<file path="config.mk">
export PLATFORM = sky130hd
export DESIGN_NAME = fp_divider_seq
export DESIGN_NICKNAME = d
export VERILOG_FILES = /design/src/rtl/fp_divider_seq.sv
export SDC_FILE = /design/constraint.sdc
export NUM_CORES = 1
export LEC_CHECK = 0
export BUFFER_PORTS_ARGS = -buffer_cell sky130_fd_sc_hd__buf_4
export CAP_MARGIN = 15
export CORE_MARGIN = 2
export CORE_UTILIZATION = 40
export CTS_CLUSTER_SIZE = 14
export DETAILED_ROUTE_END_ITERATION = 16
export GPL_ROUTABILITY_DRIVEN = 0
export PLACE_DENSITY = 0.65
export SETUP_SLACK_MARGIN = 0.15
export SYNTH_ARGS = -nofsm -noshare
export SYNTH_HDL_FRONTEND = slang
export SYNTH_SLANG_ARGS = --single-unit
</file>
<file path="constraint.sdc">
create_clock -name clk -period 10.2 [get_ports clk]
set_clock_uncertainty 0.15 [all_clocks]
set_input_delay 3.06 -clock clk [delete_from_list [all_inputs] [get_ports clk]]
set_output_delay 3.06 -clock clk [all_outputs]
set_load 0.05 [all_outputs]
</file>
<file path="src/rtl/fp_divider_seq.sv">
// fp_divider_seq: sequential IEEE-754 single-precision divider, result = a / b.
// Mantissas are divided with radix-2 restoring division (one quotient bit per
// clock), then normalised and rounded to nearest-even. Fixed latency: a start
// accepted in cycle T yields done in cycle T+29 for every operand pair.
//
// Ports
//   clk          clock, rising edge
//   rst          synchronous, active-high reset
//   start        request, sampled only while idle
//   a, b         dividend / divisor (IEEE-754 single)
//   busy         high from the cycle after an accepted start through the done cycle
//   done         one-cycle pulse, result and flags valid from this cycle
//   result       quotient, held until the next completed operation
//   exception    a or b has an all-ones exponent (Inf/NaN)
//   overflow     rounded biased exponent >= 255
//   underflow    rounded biased exponent <= 0
//   div_by_zero  b is zero while a is nonzero and finite
module fp_divider_seq #(
  parameter int EXP_W = 8,
  parameter int MAN_W = 23,
  parameter int BIAS  = 127
) (
  input  logic                   clk,
  input  logic                   rst,
  input  logic                   start,
  input  logic [EXP_W+MAN_W:0]   a,
  input  logic [EXP_W+MAN_W:0]   b,
  output logic                   busy,
  output logic                   done,
  output logic [EXP_W+MAN_W:0]   result,
  output logic                   exception,
  output logic                   overflow,
  output logic                   underflow,
  output logic                   div_by_zero
);

  localparam int W    = 1 + EXP_W + MAN_W;
  localparam int MW   = MAN_W + 1;          // mantissa incl. hidden bit
  localparam int QW   = MAN_W + 3;          // quotient bits: 1 int + 23 + guard + extra
  localparam int XW   = EXP_W + 2;          // signed working exponent
  localparam int CW   = $clog2(QW);
  localparam int EMAX = (1 << EXP_W) - 1;

  typedef enum logic [2:0] {S_IDLE, S_LOAD, S_DIV, S_ROUND, S_DONE} state_t;

  typedef struct packed {
    logic exc;
    logic ovf;
    logic unf;
    logic dbz;
  } flags_t;

  state_t            state, state_nx;
  logic [W-1:0]      a_op, b_op;
  logic              sign_q, exc_q, a_zero_q, b_zero_q;
  logic [XW-1:0]     exp_diff_q;
  logic [MW:0]       rem_q;
  logic [MW-1:0]     mb_q;
  logic [QW-1:0]     q_q;
  logic [CW-1:0]     cnt_q;
  flags_t            flags_q;

  logic              accept;
  logic              q_bit;
  logic [MW:0]       rem_diff;

  // Rounding / result selection, evaluated while in ROUND.
  logic [MAN_W-1:0]  man_t;
  logic [MAN_W:0]    man_inc;
  logic              guard, sticky, round_up;
  logic signed [XW-1:0] exp_r;
  logic [W-1:0]      res_nx;
  flags_t            flags_nx;

  assign accept = start && (state == S_IDLE);
  assign busy   = (state != S_IDLE);
  assign done   = (state == S_DONE);

  assign exception   = flags_q.exc;
  assign overflow    = flags_q.ovf;
  assign underflow   = flags_q.unf;
  assign div_by_zero = flags_q.dbz;

  // One restoring step: the remainder is kept pre-shifted, so the next
  // dividend bit (always zero after the mantissa is consumed) is implicit.
  assign q_bit    = (rem_q >= {1'b0, mb_q});
  assign rem_diff = q_bit ? (rem_q - {1'b0, mb_q}) : rem_q;

  always_comb begin
    state_nx = state;
    case (state)
      S_IDLE:  if (start) state_nx = S_LOAD;
      S_LOAD:  state_nx = S_DIV;
      S_DIV:   if (cnt_q == CW'(QW-1)) state_nx = S_ROUND;
      S_ROUND: state_nx = S_DONE;
      S_DONE:  state_nx = S_IDLE;
      default: state_nx = S_IDLE;
    endcase
  end

  always_comb begin
    man_t    = '0;
    guard    = 1'b0;
    sticky   = 1'b0;
    exp_r    = exp_diff_q;
    // Quotient lies in [2^24, 2^26): the top bit picks the normalisation shift.
    if (q_q[QW-1]) begin
      man_t  = q_q[QW-2:2];
      guard  = q_q[1];
      sticky = q_q[0] | (rem_q != '0);
    end else begin
      man_t  = q_q[QW-3:1];
      guard  = q_q[0];
      sticky = (rem_q != '0);
      exp_r  = exp_diff_q - XW'(1);
    end
    round_up = guard & (sticky | man_t[0]);
    man_inc  = {1'b0, man_t} + {{MAN_W{1'b0}}, round_up};
    if (man_inc[MAN_W]) exp_r = exp_r + XW'(1);

    res_nx   = '0;
    flags_nx = '0;
    if (exc_q) begin
      flags_nx.exc = 1'b1;
    end else if (a_zero_q) begin
      res_nx = '0;                       // zero dividend gives +0, including 0/0
    end else if (b_zero_q) begin
      res_nx       = {sign_q, {EXP_W{1'b1}}, {MAN_W{1'b0}}};
      flags_nx.dbz = 1'b1;
    end else if (int'(exp_r) >= EMAX) begin
      res_nx       = {sign_q, {EXP_W{1'b1}}, {MAN_W{1'b0}}};
      flags_nx.ovf = 1'b1;
    end else if (int'(exp_r) <= 0) begin
      res_nx       = {sign_q, {(W-1){1'b0}}};
      flags_nx.unf = 1'b1;
    end else begin
      res_nx = {sign_q, exp_r[EXP_W-1:0], man_inc[MAN_W-1:0]};
    end
  end

  always_ff @(posedge clk) begin
    if (rst) begin
      state      <= S_IDLE;
      a_op       <= '0;
      b_op       <= '0;
      sign_q     <= 1'b0;
      exc_q      <= 1'b0;
      a_zero_q   <= 1'b0;
      b_zero_q   <= 1'b0;
      exp_diff_q <= '0;
      rem_q      <= '0;
      mb_q       <= '0;
      q_q        <= '0;
      cnt_q      <= '0;
      flags_q    <= '0;
      result     <= '0;
    end else begin
      state <= state_nx;
      if (accept) begin
        a_op    <= a;
        b_op    <= b;
        flags_q <= '0;
      end
      case (state)
        S_LOAD: begin
          sign_q     <= a_op[W-1] ^ b_op[W-1];
          exc_q      <= (&a_op[W-2:MAN_W]) | (&b_op[W-2:MAN_W]);
          // Exponent 0 (zero or denormal) is flushed to zero.
          a_zero_q   <= (a_op[W-2:MAN_W] == '0);
          b_zero_q   <= (b_op[W-2:MAN_W] == '0);
          exp_diff_q <= XW'(a_op[W-2:MAN_W]) - XW'(b_op[W-2:MAN_W]) + XW'(BIAS);
          rem_q      <= {2'b01, a_op[MAN_W-1:0]};
          mb_q       <= {1'b1, b_op[MAN_W-1:0]};
          q_q        <= '0;
          cnt_q      <= '0;
        end
        S_DIV: begin
          q_q   <= {q_q[QW-2:0], q_bit};
          rem_q <= rem_diff << 1;
          cnt_q <= cnt_q + CW'(1);
        end
        S_ROUND: begin
          result  <= res_nx;
          flags_q <= flags_nx;
        end
        default: ;
      endcase
    end
  end

endmodule

</file>
==> metrics.md, run 1 <==
| Metric | Value |
|---|---|
| Outcome | complete, no violations |
| First-pass DRT Iterations | 5 |
| Hold depth | 2 |
| Root Driver | clkbuf_16 |
| Placed Cells | ~1700 |
| Period Utilization, post-route | 0.472 |
| P_int | 1.40 mW |
| Clock share of power | 0.319 |
| # hold bufs at CTS | 0 |
| Hold Path Sink | mb_q[19] |
| Worst slack, placed | 4.96 ns |
| Post-synth EDFFs | 0 |
| Logic pwr share | 0.290 |
| Antenna diodes | 0 |
| Sequential-to-total area share from yosys stat | 0.372 |
| Synth area leader | dfxtp_1 |
| Fillers | between 2000 and 3000 |
| Area grow syn2layout | 14.5% |
| Maximum vdd ir drop | 125 uV |
| Die Span Y | 167 um |
| Psw | 0.773 mW |
| Full die area | ~28000 sq um |
| Most frequent cells in the layout | nand2_1 (279), dfxtp_1 (196), a21oi_1 (143) |
| Async SR Flop Fraction | 0 |
| DP Area | 11500 sq um |
| Reg-to-Reg Start | exp_diff_q[0] |
| CTS tree | built |
| DR WL/cell | 14.6 um |
| CP Data Arrival Time | 4.96 ns |
| Worst skew pair latency | 0.45 ns |
| CP peak stage delay | roughly 0.80 ns |
| Startpoint Class | primary input |
| Iter 0 DRT Violations | between 500 and 600 |
| I/O pins | 105 |
| CP Data Required Time | about 10 ns |
| Synth warn | 0 |
| Vias per cell | 5.42 |
| Setup crit end kind | flop |
| Maximum clock rate | 208 MHz |
| Power, Total | ~2.2 mW |
| Post-CTS setup buffers | 0 |
| Hold slack | 0.304 ns |
| First-pass GRT wire length | 43300 um |
| R2R Setup Slk | 6.07 ns |
| Kind of critical path | primary input to flop |
| Fin Setup TNS | 0 ns |
| Initial core utilization | 0.406 |
| Hold Fails Final Rpt | 0 |
| Crit path max fanout | 88 |
| Least-Margin Pin Slew | 0.954 ns |
| Initial antenna violation count | 0 |
| Overall Global Routing Usage | 0.183 |
| Synth area leaders | dfxtp_1 (37%), nand2_1 (9.9%), a21oi_1 (6.8%) |
| Post-layout utilization of the core | 0.465 |
| Post-route ant nets | 0 |
| Buf/Inv on CP | 2 |
| Slew Viols, Final | 0 |
| Minimum clock period | roughly 4.8 ns |
| Area of the core | 26100 sq um |
| Post-route DRC | 0 |
| H-tree levels | 4 |
| Commonest non-fill, non-tap cell in the layout | nand2_1 |
| DP HPWL | 17300 um |
| PD cells | 180 nW/um^2 |
| Finish-stage setup viols | 0 |
| Hold path startpoint | b_op[19] |
| Leakage | 4.61 nW |
| Synth cell types | 74 |
| Post-synthesis instance area | 10600 sq um |
| Max cap viols | 0 |
| Cts bufs inserted | 17 |
| Syn Inst Count | between 1000 and 1500 |
| Min-delay worst type | flop to flop |
| FF+latch count, synth | 197 |
| Seq pwr share | 0.390 |
| Post-route insts no fill | 1741 |
| Final worst slack | about 5.4 ns |
| Die width | 167 um |
| CTS resizes | 0 |
| GRT overflow | 0 |
| Top cell by count, worst path | buf_4 |
| # rows | 59 |
| Share of the synthesized area in the top cell type | 0.372 |
| Reg2reg end | result[9] |
| Finished Cell Area | 12100 sq um |
| Vias in the first global route | 8763 |
| Sw Ratio | 0.355 |
| Clock sink count | 197 |
| Fraction of layout cells with a size suffix above 1 | 0.132 |
| Worst-case reg-to-reg path depth | 12 |
| Reg clk slew, reported paths | about 0.080 ns |
| Syn_area_per_cell | roughly 7.8 sq um |
| CP top delay family | buffers and inverters |
| Fin nets | 1500 |
| Slowest CP cell | buf_4 |
| Port bufs | 104 |
| CTS max path bufs | 2 |
| Crit path cell chain | buf_4 -> buf_4 -> nand3b_1 -> o31ai_1 |
| Syn Nets | 1456 |
| RSZ-0062 raised after global routing | false |
| Largest net degree at the start of global routing | 89 |
| DRT Wirelength | 25300 um |
| Top FF cell, synth | dfxtp_1 |
| Vias | approximately 9400 |
| Worst slew margin | 0.364 |
cell type report:
| class | count | area [sq um] | share of cell area |
|---|---|---|---|
| Clock buffer | 17 | 425 | 0.0351 |
| Clock inverter | 15 | 189 | 0.0156 |
| Inverter | 50 | 188 | 0.0155 |
| Multi-Input combinational cell | 1010 | 6080 | 0.501 |
| Sequential cell | 197 | 3950 | 0.325 |
| Tap cell | 335 | 419 | 0.0346 |
| Timing Repair Buffer | 117 | 882 | 0.0728 |
cells in the mapped netlist, types with 11 or more instances:
| cell | count |
|---|---|
| nand4_1 | 19 |
| buf_1 | 12 |
| clkbuf_1 | 70 |
| a21o_1 | 15 |
| nand2_1 | 280 |
| nor2_1 | 104 |
| a21oi_1 | 143 |
| o21ai_0 | 27 |
| mux2i_1 | 16 |
| nand2b_1 | 11 |
| a31oi_1 | 12 |
| nor4_1 | 13 |
| nand3_1 | 20 |
| ha_1 | 38 |
| a32o_1 | 12 |
| inv_1 | 50 |
| a211oi_1 | 26 |
| dfxtp_1 | 197 |
| a22o_1 | 11 |
| nor3_1 | 27 |
| a22oi_1 | 31 |
| xor2_1 | 23 |
| a311oi_1 | 15 |
| xnor2_1 | 36 |
| a211o_1 | 11 |
layer usage:
metal / vias up / GRT usage / share of wire
met5: - / 0 / 0
met4: 0 / 0.0472 / 0.014
met3: 26 / 0.0299 / 0.039
met2: 197 / 0.292 / 0.44
met1: 4368 / 0.259 / 0.50
li1: 4841 / - / -
logic make-up after synthesis:
group / share of synthesized area
buffers and inverters: 0.0551
AO/OA/AOI/OAI: 0.223
flip-flops: 0.372
AND/OR/NAND/NOR: 0.231
adder cells (fa/ha/maj): 0.0487
XOR/XNOR: 0.0488
multiplexers: 0.0215
registers in the layout (all words and copies together) (netlist names):
register	cells
a_op	32
a_zero_q	1
b_op	32
b_zero_q	1
cnt_q	5
div_by_zero	1
exc_q	1
exception	1
exp_diff_q	10
mb_q	24
overflow	1
q_q	26
rem_q	25
result	32
sign_q	1
state	3
underflow	1
worst register-to-register path: stages, from the launching register on:
cell and delay (ns):
dfxtp_1 0.65, inv_1 0.23, ha_1 0.35, xnor2_1 0.17, o41ai_1 0.69, nand3_1 0.19, nor3_1 0.30, xnor2_1 0.26
nor4_1 0.11, a21o_2 0.23, nor4b_4 0.22, buf_4 0.31, a32o_1 0.21
worst max path at each step:
stage	startpoint	endpoint	slack [ns]	cells after the start
2_1_floorplan	state[2]	done	5.31	2
5_1_grt	rst	exp_diff_q[7]	5.27	4
6_report	rst	exp_diff_q[7]	5.38	4
3_5_place_dp	rst	exp_diff_q[7]	4.96	4
3_3_place_gp	rst	exp_diff_q[7]	4.96	4
4_1_cts	state[2]	done	5.38	2
power by group through the flow:
| stage | Sequential [mW] | Combinational, mW | Clock [mW] |
|---|---|---|---|
| floorplan | 0.856 | 0.499 | 0 |
| global placement | 0.866 | 0.620 | 0 |
| detailed placement | 0.867 | 0.629 | 0 |
| CTS | 0.849 | 0.633 | 0.712 |
| global route | 0.857 | 0.712 | 0.745 |
| finish | 0.850 | 0.632 | 0.695 |
Note: power is estimated with default switching activity, not from simulation.
==> run 2: changes to the inputs <==
PLACE_DENSITY = 0.67   (was 0.65)
clock period = 3.9 ns   (was 10.2 ns; I/O delays follow)
==> metrics.md, run 2 (same netlist as run 1, synthesis figures left out) <==
| Metric | Value |
|---|---|
| Setup crit end kind | flop |
| Vias in the first global route | between 8000 and 9000 |
| CTS max path bufs | 2 |
| Minimum clock period | between 3 and 4 ns |
| Worst skew pair latency | 0.45 ns |
| Fin Setup TNS | 0 ns |
| Post-route ant nets | 0 |
| Clock sink count | 197 |
| GRT overflow | 0 |
| Die Span Y | 167 um |
| Largest registers | a_op (32), b_op (32), result (32) |
| Maximum clock rate | 289 MHz |
| Die width | between 150 and 200 um |
| CP Data Required Time | 4.13 ns |
| PD cells | around 470 nW/um^2 |
| Port bufs | 104 |
| Slowest CP cell | dfxtp_2 |
| Iter 0 DRT Violations | 602 |
| Clock share of power | 0.317 |
| Reg clk slew, reported paths | 0.08 ns |
| H-tree levels | 4 |
| Commonest non-fill, non-tap cell in the layout | nand2_1 |
| CP peak stage delay | 0.43 ns |
| Most frequent cells in the layout | nand2_1 (279), dfxtp_1 (195), a21oi_1 (143) |
| Full die area | 27800 sq um |
| Max cap viols | 0 |
| Area grow syn2layout | 15.7% |
| Fin nets | 1508 |
| Initial antenna violation count | 0 |
| Outcome | complete, no violations |
| CP top delay family | compound AO/OA/AOI/OAI gates |
| P_int | approximately 3.7 mW |
| CTS tree | built |
| Sw Ratio | 0.356 |
| Period Utilization, post-route | 0.886 |
| Antenna diodes | 0 |
| Logic pwr share | 0.298 |
| Post-layout utilization of the core | 0.470 |
| # rows | just under 60 |
| Maximum vdd ir drop | roughly 260 uV |
| DR WL/cell | 14.7 um |
| RSZ-0062 raised after global routing | false |
| Initial core utilization | 0.406 |
| Finish-stage setup viols | 0 |
| Vias | 9519 |
| First-pass DRT Iterations | 5 |
| Crit path max fanout | 8 |
| Placed Cells | 1717 |
| Buf/Inv on CP | 2 |
| Area of the core | 26100 sq um |
| DP HPWL | roughly 18000 um |
| Power, Total | 5.76 mW |
| Vias per cell | about 5.4 |
| Slew Viols, Final | 0 |
| Least-Margin Pin Slew | 0.821 ns |
| I/O pins | between 100 and 150 |
| Psw | 2.05 mW |
| Startpoint Class | flop |
| Worst slew margin | 0.452 |
| Largest net degree at the start of global routing | 80 |
| Kind of critical path | flop to flop |
| Seq pwr share | 0.386 |
| DRT Wirelength | 25700 um |
| Leakage | 4.66 nW |
| R2R Setup Slk | 0.45 ns |
| Fraction of layout cells with a size suffix above 1 | 0.138 |
| Root Driver | clkbuf_16 |
| Cts bufs inserted | 17 |
| Hold Fails Final Rpt | 0 |
| First-pass GRT wire length | 42900 um |
| Post-route insts no fill | 1749 |
| Overall Global Routing Usage | 0.183 |
| Post-route DRC | 0 |
| Crit path cell chain | inv_1 -> ha_1 -> mux2_2 -> inv_1 -> ha_1 -> xor2_1 -> xnor2_1 -> o31ai_1 -> nand4_1 -> mux2i_1 -> o2111ai_2 -> a21oi_1 -> o21a_1 -> a221o_1 |
| CP Data Arrival Time | 3.69 ns |
| Min-delay worst type | flop to flop |
-- run 2: changes by cell type in the layout (fill, tap and decap cells not counted), moves of 2 or more --
| cell | delta |
|---|---|
| clkinv_8 | +2 |
| inv_8 | -3 |
| buf_4 | +6 |
| buf_12 | +3 |
-- run 2: worst reg2reg max path: stages, from the launching register on --
cell and delay, ns:
dfxtp_2 0.43, inv_1 0.09, ha_1 0.30, mux2_2 0.30
inv_1 0.06, ha_1 0.19, xor2_1 0.30, xnor2_1 0.13
o31ai_1 0.22, nand4_1 0.12, mux2i_1 0.23, o2111ai_2 0.17
a21oi_1 0.26, o21a_1 0.29, a221o_1 0.16
-- run 2: final timing paths --
| check | from | cells after the start | end |
|---|---|---|---|
| setup reg to reg | exp_diff_q[1] | 14 | result[28] |
| hold reg to reg | mb_q[13] | 2 | mb_q[13] |
| setup / recovery | exp_diff_q[1] | 14 | result[28] |
| hold / removal | mb_q[13] | 2 | mb_q[13] |
-- run 2: layer usage --
layer,vias to the layer above,track usage,part of all wire
li1,4857,-,-
met1,4416,0.262,0.50
met2,231,0.288,0.45
met3,15,0.0295,0.043
met4,0,0.0442,0.0096
met5,-,0,0
-- run 2: area by class of cell --
cell class                      instances  area (sq um)
Fill cell                            2591         13800
Multi-Input combinational cell       1010          6090
Sequential cell                       197          3950
Timing Repair Buffer                  125           976
Clock buffer                           17           425
Tap cell                              335           419
Clock inverter                         15           195
Inverter                               50           188
-- run 2: stage by stage --
| stage | setup WS, ns | hold WS [ns] | area, sq um |
|---|---|---|---|
| after floorplan | 0.242 | 0.282 | 10600 |
| after global placement | 0.497 | 0.292 | 11600 |
| after detailed placement | 0.323 | 0.294 | 11600 |
| after CTS | 0.317 | 0.308 | 12200 |
| after global routing | 0.170 | 0.321 | 12200 |
| final | 0.445 | 0.308 | 12200 |
-- run 2: power groups by stage --
| stage | combinational, mW | clock [mW] | sequential, mW |
|---|---|---|---|
| floorplan | 1.31 | 0 | 2.24 |
| global placement | 1.66 | 0 | 2.26 |
| detailed placement | 1.69 | 0 | 2.27 |
| CTS | 1.70 | 1.86 | 2.22 |
| global route | 1.92 | 1.94 | 2.24 |
| finish | 1.71 | 1.82 | 2.22 |
-- run 2: repair_timing --
item,4_1_cts,5_1_grt
hold buffers,0,0
endpoints found under the hold margin,0,0
gates resized for setup,0,4
setup buffers,0,0
endpoints found under the setup margin,0,32
==> run 3: changes to the inputs <==
BUFFER_PORTS_ARGS = default   (was -buffer_cell sky130_fd_sc_hd__buf_4)
DONT_BUFFER_PORTS = 1   (was default)
PLACE_DENSITY = 0.63   (was 0.67)
REMOVE_ABC_BUFFERS = 1   (was default)
==> metrics.md, run 3 (same netlist as run 1, synthesis figures left out) <==
| Metric | Value |
|---|---|
| Crit path max fanout | 23 |
| Reg-to-Reg Start | exp_diff_q[0] |
| Cts bufs inserted | 17 |
| Commonest non-fill, non-tap cell in the layout | nand2_1 |
| Finish-stage setup viols | 0 |
| Finished Cell Area | 11400 sq um |
| R2R Setup Slk | 0.45 ns |
| Post-route insts no fill | ~1600 |
| Hold Fails Final Rpt | 0 |
| H-tree levels | 4 |
| Logic pwr share | 0.287 |
| DR WL/cell | 14.9 um |
| Psw | 1.87 mW |
| Least-Margin Pin Slew | slightly below 1 ns |
| Minimum clock period | 3.45 ns |
| First-pass GRT wire length | 40900 um |
| Period Utilization, post-route | 0.886 |
| GRT overflow | 0 |
| Overall Global Routing Usage | 0.174 |
| Worst-case reg-to-reg path depth | 12 |
| Post-CTS setup buffers | 0 |
| Outcome | complete, no violations |
| Vias per cell | 5.47 |
| CTS tree | built |
| Clock sink count | 197 |
| P_int | 3.64 mW |
| CTS max path bufs | 2 |
| Max cap viols | 0 |
| Uppermost layer routed | met4 |
| Met3 wire len | 1020 um |
| DRT Wirelength | 24400 um |
| Vias | 8983 |
| Largest net degree at the start of global routing | 172 |
| Largest registers | a_op (32), b_op (32), result (32) |
| Die width | around 170 um |
| CP Data Required Time | 4.12 ns |
| Sw Ratio | 0.339 |
| Maximum vdd ir drop | 227 uV |
| Hold path startpoint | b_op[14] |
| Startpoint Class | flop |
| Initial core utilization | 0.406 |
| Root Driver | clkbuf_16 |
| First-pass DRT Iterations | 5 |
| Reg2reg end | result[8] |
| Slew Viols, Final | 0 |
| Maximum clock rate | 289 MHz |
| Crit path cell chain | inv_1 -> ha_1 -> nor4b_2 -> xor2_1 -> o211ai_2 -> nor4_2 -> xnor2_1 -> nor4_1 -> a21o_2 -> nor4b_4 -> buf_4 -> a32o_1 |
| Post-route ant nets | 0 |
| # rows | 59 |
| Clock share of power | 0.308 |
| I/O pins | 105 |
| CP peak stage delay | about 0.4 ns |
| Reg clk slew, reported paths | 0.08 ns |
| Setup crit end kind | flop |
| Worst skew pair latency | 0.43 ns |
| Area of the core | 26100 sq um |
| Vias in the first global route | between 8000 and 9000 |
| Most frequent cells in the layout | nand2_1 (279), dfxtp_1 (195), a21oi_1 (143) |
| Met1 WL | 12600 um |
| Fin nets | 1400 |
| Placed Cells | 1608 |
| Die Span Y | around 170 um |
| PD cells | roughly 490 nW/um^2 |
| # hold bufs at CTS | 0 |
| Min-delay worst type | flop to flop |
| Hold depth | 2 |
| Hold Path Sink | b_op[14] |
| CP top delay family | simple AND/OR/NAND/NOR gates |
| Fraction of layout cells with a size suffix above 1 | 0.0666 |
| Iter 0 DRT Violations | 612 |
| CP Data Arrival Time | 3.68 ns |
| Power, Total | approximately 5.5 mW |
| CTS resizes | 0 |
| Post-route DRC | 0 |
| Met2 WL | 10600 um |
| Leakage | 4.09 nW |
| Buf/Inv on CP | 2 |
| Full die area | 27800 sq um |
| DP HPWL | 17000 um |
| Slowest CP cell | nor4_2 |
| RSZ-0062 raised after global routing | false |
| Initial antenna violation count | 0 |
| Port bufs | 0 |
| Area grow syn2layout | 7.29% |
| DP Area | around 11000 sq um |
| Worst slew margin | 0.340 |
| Kind of critical path | flop to flop |
| Antenna diodes | 0 |
| Seq pwr share | 0.405 |
| Post-layout utilization of the core | 0.436 |
[run 3: area by class of cell]
type	instances	area, sq um
fill	2582	14700
multi-input combinational	1010	6080
sequential	197	3950
clock buffer	19	453
tap	335	419
inverter	50	188
timing repair buffer	17	160
clock inverter	13	111
[run 3: power groups by stage]
stage                     registers (mW)  logic (mW)  clock network (mW)
after floorplan                     2.25        1.23                   0
after global placement              2.28        1.56                   0
after detailed placement            2.28        1.57                   0
after CTS                           2.23        1.58                1.74
after global routing                2.25        1.78                1.83
final                               2.23        1.58                1.70
[run 3: metal layers]
layer | up-vias | track usage
li1 | 4649 | -
met1 | 4135 | 0.257
met2 | 185 | 0.264
met3 | 14 | 0.0311
met4 | 0 | 0.0401
met5 | - | 0
[run 3: worst min-delay path: stages (launching register included)]
cell     delay, ns
dfxtp_1       0.31
nand2_1       0.05
a21oi_1       0.05
[run 3: how the worst max path moves through the flow]
stage | start | endpoint | depth (start not counted)
after floorplan | state[0] | cnt_q[2] | 4
after global placement | q_q[25] | result[4] | 11
after detailed placement | q_q[25] | result[8] | 11
after CTS | exp_diff_q[1] | result[8] | 15
after global routing | exp_diff_q[0] | result[12] | 12
final | exp_diff_q[0] | result[8] | 12
[run 3: through the flow]
stage	hold WS [ns]	setup WS, ns	setup TNS (ns)
floorplan	0.276	-2.39	-134.56
global placement	0.286	0.507	0
detailed placement	0.290	0.408	0
CTS	0.302	0.387	0
global route	0.312	0.153	0
finish	0.302	0.445	0
